===== config.mk =====
export PLATFORM = sky130hd
export DESIGN_NAME = result_writeback_mc
export DESIGN_NICKNAME = d
export VERILOG_FILES = /design/src/rtl/result_writeback_mc.sv
export SDC_FILE = /design/constraint.sdc
export NUM_CORES = 2
export LEC_CHECK = 0
export ABC_AREA = 1
export CORE_MARGIN = 3
export CORE_UTILIZATION = 45
export CTS_BUF_LIST = sky130_fd_sc_hd__clkbuf_16
export CTS_CLUSTER_DIAMETER = 200
export DETAILED_ROUTE_END_ITERATION = 8
export PLACE_DENSITY_LB_ADDON = 0.2
export SYNTH_ARGS = -nofsm -noshare
export SYNTH_HDL_FRONTEND = slang
export SYNTH_SLANG_ARGS = --single-unit

===== constraint.sdc =====
create_clock -name clk -period 22 [get_ports clk]
set_input_delay 2.2 -clock clk [delete_from_list [all_inputs] [get_ports clk]]
set_output_delay 2.2 -clock clk [all_outputs]
set_load 0.01 [all_outputs]

===== src/rtl/result_writeback_mc.sv =====
// result_writeback_mc: requantises LANES accumulator results per beat (shift,
// optional round-half-up, optional ReLU, saturation to OUT_W), buffers beats in a
// DEPTH-beat FIFO and serialises them into one output-SRAM write per cycle using the
// output-feature-map layout (addr = k*plane + g*LANES + lane).
// Ports:
//   clk, rst                  clock, asynchronous active-high reset
//   start, cfg_*              job start pulse and job configuration (latched on start)
//   in_valid/in_ready/in_data input beats, LANES signed ACC_W lanes
//   wr_en/wr_ready/wr_addr/wr_data  SRAM write stream (valid/ready)
//   busy, done, sat_cnt       job status, completion pulse, saturated-lane count
module result_writeback_mc #(
  parameter int unsigned LANES   = 8,
  parameter int unsigned ACC_W   = 32,
  parameter int unsigned OUT_W   = 8,
  parameter int unsigned SHIFT_W = 5,
  parameter int unsigned ADDR_W  = 16,
  parameter int unsigned KN_W    = 8,
  parameter int unsigned DEPTH   = 4
) (
  input  logic                     clk,
  input  logic                     rst,
  input  logic                     start,
  input  logic [ADDR_W-1:0]        cfg_plane_size,
  input  logic [KN_W-1:0]          cfg_kernel_num,
  input  logic [SHIFT_W-1:0]       cfg_shift,
  input  logic                     cfg_round,
  input  logic                     cfg_relu,
  input  logic                     in_valid,
  output logic                     in_ready,
  input  logic [LANES*ACC_W-1:0]   in_data,
  output logic                     wr_en,
  input  logic                     wr_ready,
  output logic [ADDR_W-1:0]        wr_addr,
  output logic [OUT_W-1:0]         wr_data,
  output logic                     busy,
  output logic                     done,
  output logic [15:0]              sat_cnt
);

  localparam int unsigned PTR_W = (DEPTH > 1) ? $clog2(DEPTH) : 1;
  localparam int unsigned CNT_W = $clog2(DEPTH) + 1;
  localparam int unsigned LN_W  = (LANES > 1) ? $clog2(LANES) : 1;
  localparam int unsigned NL_W  = $clog2(LANES + 1);
  localparam int unsigned Q_W   = ACC_W + 1;
  localparam logic signed [Q_W-1:0] QMAX = Q_W'((1 << (OUT_W - 1)) - 1);
  localparam logic signed [Q_W-1:0] QMIN = ~QMAX;

  // Latched job configuration
  logic [ADDR_W-1:0]  plane_r;
  logic [KN_W-1:0]    knum_r;
  logic [SHIFT_W-1:0] shift_r;
  logic               round_r, relu_r;

  // Input-side layout counters
  logic [KN_W-1:0]    kidx;
  logic [ADDR_W-1:0]  koff, pix_base;
  logic               all_in, zero_job;

  // Beat FIFO
  logic [LANES*OUT_W-1:0] mem_data [DEPTH];
  logic [ADDR_W-1:0]      mem_base [DEPTH];
  logic [NL_W-1:0]        mem_n    [DEPTH];
  logic                   mem_last [DEPTH];
  logic [PTR_W-1:0]       wptr, rptr;
  logic [CNT_W-1:0]       count;
  logic [LN_W-1:0]        rd_lane;

  // Output register tags
  logic out_tail, out_final;

  logic [ADDR_W:0]        rem;
  logic [NL_W-1:0]        beat_n, head_n, sat_sum;
  logic                   last_group, last_kernel, final_beat;
  logic [LANES*OUT_W-1:0] beat_data;
  logic [OUT_W:0]         qr;
  logic [CNT_W-1:0]       occ;
  logic                   push, load, pop, accept, head_tail;
  logic [16:0]            sat_next;

  // Requantise one lane; returns {saturated, value}
  function automatic logic [OUT_W:0] quantise(input logic [ACC_W-1:0] acc,
                                              input logic [SHIFT_W-1:0] sh,
                                              input logic rnd, input logic relu);
    logic signed [Q_W-1:0] t;
    logic signed [Q_W-1:0] q;
    logic                  sat;
    t = $signed({acc[ACC_W-1], acc});
    if (rnd && sh != '0) t = t + $signed(Q_W'(1) << (sh - SHIFT_W'(1)));
    q = t >>> sh;
    if (relu && q[Q_W-1]) q = '0;
    sat = 1'b0;
    if (q > QMAX) begin
      q = QMAX;
      sat = 1'b1;
    end else if (q < QMIN) begin
      q = QMIN;
      sat = 1'b1;
    end
    return {sat, q[OUT_W-1:0]};
  endfunction

  // Lanes present in the current group (partial last group masks the rest)
  assign rem         = {1'b0, plane_r} - {1'b0, pix_base};
  assign beat_n      = (rem >= (ADDR_W+1)'(LANES)) ? NL_W'(LANES) : NL_W'(rem);
  assign last_group  = ({1'b0, pix_base} + (ADDR_W+1)'(LANES)) >= {1'b0, plane_r};
  assign last_kernel = (kidx == knum_r - KN_W'(1));
  assign final_beat  = last_group && last_kernel;

  // Quantise all lanes of the incoming beat, count saturations on unmasked lanes
  always_comb begin
    beat_data = '0;
    sat_sum   = '0;
    qr        = '0;
    for (int i = 0; i < LANES; i++) begin
      qr = quantise(in_data[i*ACC_W +: ACC_W], shift_r, round_r, relu_r);
      beat_data[i*OUT_W +: OUT_W] = qr[OUT_W-1:0];
      if (NL_W'(i) < beat_n && qr[OUT_W]) sat_sum = sat_sum + NL_W'(1);
    end
  end

  // A beat stays counted as buffered until its last lane is accepted; the head is
  // popped when that lane moves to the output register, so count the held tail too.
  assign occ       = count + CNT_W'(wr_en & out_tail);
  assign in_ready  = busy && !all_in && (occ < CNT_W'(DEPTH));
  assign push      = in_valid && in_ready;
  assign accept    = wr_en && wr_ready;
  assign load      = busy && (!wr_en || wr_ready) && (count != '0);
  assign head_n    = mem_n[rptr];
  assign head_tail = (NL_W'(rd_lane) == head_n - NL_W'(1));
  assign pop       = load && head_tail;
  assign sat_next  = {1'b0, sat_cnt} + 17'(sat_sum);

  // FIFO storage
  always_ff @(posedge clk) begin
    if (push) begin
      mem_data[wptr] <= beat_data;
      mem_base[wptr] <= koff + pix_base;
      mem_n[wptr]    <= beat_n;
      mem_last[wptr] <= final_beat;
    end
  end

  // Control, counters and output register
  always_ff @(posedge clk or posedge rst) begin
    if (rst) begin
      plane_r <= '0; knum_r <= '0; shift_r <= '0; round_r <= 1'b0; relu_r <= 1'b0;
      kidx <= '0; koff <= '0; pix_base <= '0; all_in <= 1'b0; zero_job <= 1'b0;
      wptr <= '0; rptr <= '0; count <= '0; rd_lane <= '0;
      out_tail <= 1'b0; out_final <= 1'b0;
      wr_en <= 1'b0; wr_addr <= '0; wr_data <= '0;
      busy <= 1'b0; done <= 1'b0; sat_cnt <= '0;
    end else if (start) begin
      // New job (or abort of the running one): relatch and flush everything
      plane_r <= cfg_plane_size; knum_r <= cfg_kernel_num; shift_r <= cfg_shift;
      round_r <= cfg_round; relu_r <= cfg_relu;
      kidx <= '0; koff <= '0; pix_base <= '0;
      all_in   <= (cfg_plane_size == '0) || (cfg_kernel_num == '0);
      zero_job <= (cfg_plane_size == '0) || (cfg_kernel_num == '0);
      wptr <= '0; rptr <= '0; count <= '0; rd_lane <= '0;
      out_tail <= 1'b0; out_final <= 1'b0;
      wr_en <= 1'b0; wr_addr <= '0; wr_data <= '0;
      busy <= 1'b1; done <= 1'b0; sat_cnt <= '0;
    end else begin
      done <= 1'b0;
      if (busy && zero_job) begin
        done     <= 1'b1;
        busy     <= 1'b0;
        zero_job <= 1'b0;
      end
      if (push) begin
        wptr   <= wptr + PTR_W'(1);
        all_in <= final_beat;
        sat_cnt <= sat_next[16] ? 16'hFFFF : sat_next[15:0];
        if (last_kernel) begin
          kidx     <= '0;
          koff     <= '0;
          pix_base <= pix_base + ADDR_W'(LANES);
        end else begin
          kidx <= kidx + KN_W'(1);
          koff <= koff + plane_r;
        end
      end
      count <= count + CNT_W'(push) - CNT_W'(pop);
      if (load) begin
        wr_en     <= 1'b1;
        wr_addr   <= mem_base[rptr] + ADDR_W'(rd_lane);
        wr_data   <= mem_data[rptr][rd_lane*OUT_W +: OUT_W];
        out_tail  <= head_tail;
        out_final <= head_tail && mem_last[rptr];
        rd_lane   <= head_tail ? '0 : rd_lane + LN_W'(1);
        if (head_tail) rptr <= rptr + PTR_W'(1);
      end else if (accept) begin
        wr_en <= 1'b0;
      end
      if (accept && out_final) begin
        done      <= 1'b1;
        busy      <= 1'b0;
        wr_en     <= 1'b0;
        out_tail  <= 1'b0;
        out_final <= 1'b0;
      end
    end
  end

endmodule


==> results.md <==
* Aggregate global-route resource usage at 35.16%
* Minimum clock period at 12.98 ns
* Placeable Area at 128,300 µm²
* Share of the cycle needed by the critical path after routing at 58.99%
* Worst skew pair latency at 0.60 ns
* Die extent in x at 366.5 µm
* Post-detailed-route wirelength per cell at 21.06 µm
* Number of pins exceeding their max-slew limit in the final report at 0
* Clock Skews at 0.04178 ns
* Buffers on Ports at 335
* Library cell appearing most often on the critical path: nand2_1
* Placed inst area at 63,030 µm²
* Count of instances resized after the clock tree is built at 0
* Global-route wire length before repair at 372.4 mm
* Seq/Total Area, Yosys at 22.80%
* Syn_area_per_cell at 5.883 µm²
* DR top layer: met5
* Starting utilization of the core area at 45.57%
* Cell with the biggest individual delay on the critical path: dfrtp_4
* Met3 wirelength from detailed routing at 21.95 mm
* Most used cells in the layout excluding fill and tap cells: nand2_1, nand3_1, inv_1
* Placer congestion estimate at 1.011
* Synthesis-stage register bit count at 465
* Distinct cell type count of the synthesized netlist at 72
* Vert. Die Dim at 366.5 µm
* Outcome: complete, no violations
* Finished layout cell area at 64,730 µm²
* Leak pwr at 31.36 nW
* Worst-margin pin slew at 1.253 ns
* Clock edge transition at the registers on the reported setup and hold paths at 0.06 ns
* Remaining Overflow, GRT at 0
* Number of setup violations in the final report at 0
* Achievable clock frequency at 77.06 MHz
* Non-filler instance count after layout at 11,750
* Worst min path class: reg -> reg
* Final sum of negative setup slack at 0 ns
* Violation count after the first detailed-route iteration at 7,945
* Number of instances in the synthesized netlist at 9,941
* Via count of the first global-routing pass at 62,772
* Nets at 10,518
* Number of antenna violations at the first check in global routing at 11
* Total standard cell area after synthesis at 58,490 µm²
* Peak fanout along the critical path at 135
* Worst Path Class, Setup: reg -> reg
* FFs w/ async S/R, synth at 26.88%
* Worst ir drop on vdd at 0.04992 mV
* Count of nets left with antenna violations after detail routing at 0
* Wire length reported by the detailed router at 247.4 mm
* Number of levels the H-tree was split into at 2
* Number of buffers inserted to repair setup after CTS at 0
* Kind of start point of the critical path: register
* Required time of the worst setup path at 22.50 ns
* Filler instances at 13,589
* TritonCTS Buffers at 47
* Area enclosed by the die boundary at 134,300 µm²
* Post-route DRC at 0
* Routed metal-1 wirelength at 105.1 mm
* CTS Root Buffer Type: clkbuf_16
* # placed instances at 11,652
* Row cnt at 131
* Yosys warning count at 0
* Total number of vias at 68,438
* Unrepaired setup endpoints after global routing: false
* Critical path endpoint category: register
* CTS tree: done
* Synthesized netlist net count at 10,487
* Max-cap violations at 0
* 1st-pass router iterations at 6
* Number of clock sinks at 465
* Buffer levels on the longest clock path at 3
* Commonest non-fill, non-tap cell in the layout: nand2_1
* Worst hold slack at 0.4857 ns
* Synth-to-layout area growth at 10.67%
* Number of buffers inserted for hold repair after clock tree synthesis at 0
* Layout cell share with drive strength beyond 1 at 4.305%
* Most used DFF post-synth: edfxtp_1
* Biggest cell delay along the critical path at 0.93 ns
* Maximum number of pins on one net before global-route repair at 193
* Power density over the cells at 60.26 nW/µm²
* Vias per cell at 5.825
* Slew headroom at 15.59%
* Count of flip-flops with a built-in enable after synthesis at 340
* DPL Wire Length at 189.1 mm
* Met2 wirelength from detailed routing at 107.3 mm
* Endpoints failing hold at 0
* Critical path arrival at 13.47 ns
* I/O pin total at 336
cell families (layout without fill, tap and decap cells):
family | Yosys count | after routing | synth area share [%]
AND/OR/NAND/NOR | 6018 | 6018 | 43.94
XOR/XNOR | 148 | 148 | 2.216
flip-flops | 465 | 465 | 22.80
AO/OA/AOI/OAI | 1606 | 1606 | 15.75
multiplexers | 22 | 22 | 0.3765
other | 2 | 12 | 0.01284
buffers and inverters | 1426 | 1496 | 9.413
adder cells (fa/ha/maj) | 254 | 254 | 5.485
layout make-up:
type | count | area, µm² | area share, %
sequential | 465 | 13360 | 20.64
multi-input combinational | 8050 | 39740 | 61.40
clock inverter | 40 | 469.2 | 0.7249
timing repair buffer | 417 | 3989 | 6.163
tap | 1729 | 2163 | 3.342
clock buffer | 48 | 1201 | 1.856
antenna | 10 | 25.02 | 0.03866
inverter | 991 | 3772 | 5.828
per-stage QoR:
step	power [W]	utilization, %	worst slack (ns)
floorplan	0.002408	-	11.03
CTS	0.003877	50.41	9.081
global route	0.004155	50.43	7.842
finish	0.003901	50.43	9.023
global placement	0.003003	49.11	9.370
detailed placement	0.003015	49.11	9.150
state kept, by name (all words and copies together) (netlist names), 13 cells and up:
| register | count |
|---|---|
| mem_data | 256 |
| wr_addr | 16 |
| plane_r | 16 |
| koff | 16 |
| pix_base | 13 |
| sat_cnt | 16 |
| mem_n | 16 |
| mem_base | 64 |
worst max-delay path, delay by kind of cell, from the launching register on:
family / cells / cell delay (ns)
flops: 1 / 0.93
buf+inv: 15 / 2.46
fa+ha+maj: 7 / 2.13
compound gates: 13 / 2.23
simple gates: 34 / 5.03
layer usage:
layer | vias up | GRT usage [%]
met2 | 2965 | 54.72
met4 | 4 | 16.66
met5 | - | 0
met3 | 504 | 5.708
li1 | 33304 | -
met1 | 31661 | 47.49
cell usage after synthesis, drive strengths merged, types with 104 or more instances:
master	n	area [µm²]
nand2	3147	11930
nand3	1554	7863
inv	983	3692
nor2	958	3699
o21ai	725	3655
a21oi	482	2435
edfxtp	340	10210
ha	250	3128
buf	223	987.2
clkbuf	212	795.8
dfrtp	125	3128
or2	122	763.2
xor2	104	910.9
path summary, 6_finish.rpt:
| kind | from | to | slack [ns] | cells past startpoint |
|---|---|---|---|---|
| hold / removal | wr_addr[11] | wr_addr[11] | 0.49 | 2 |
| min in group asynchronous | rst | plane_r[9] | 2.04 | 2 |
| max in group asynchronous | rst | shift_r[4] | 18.37 | 3 |
| setup reg to reg | shift_r[0] | sat_cnt[8] | 9.02 | 69 |
| setup / recovery | shift_r[0] | sat_cnt[8] | 9.02 | 69 |
| hold reg to reg | wr_addr[11] | wr_addr[11] | 0.49 | 2 |
report_power, final:
part           switching [W]  internal (W)  total [W]  leakage, nW
clock network       0.000352      0.000507   0.000859        0.836
registers          0.0000661       0.00108    0.00115         4.69
logic                0.00130      0.000597    0.00190         25.8
(Power assumes the default switching activity.)
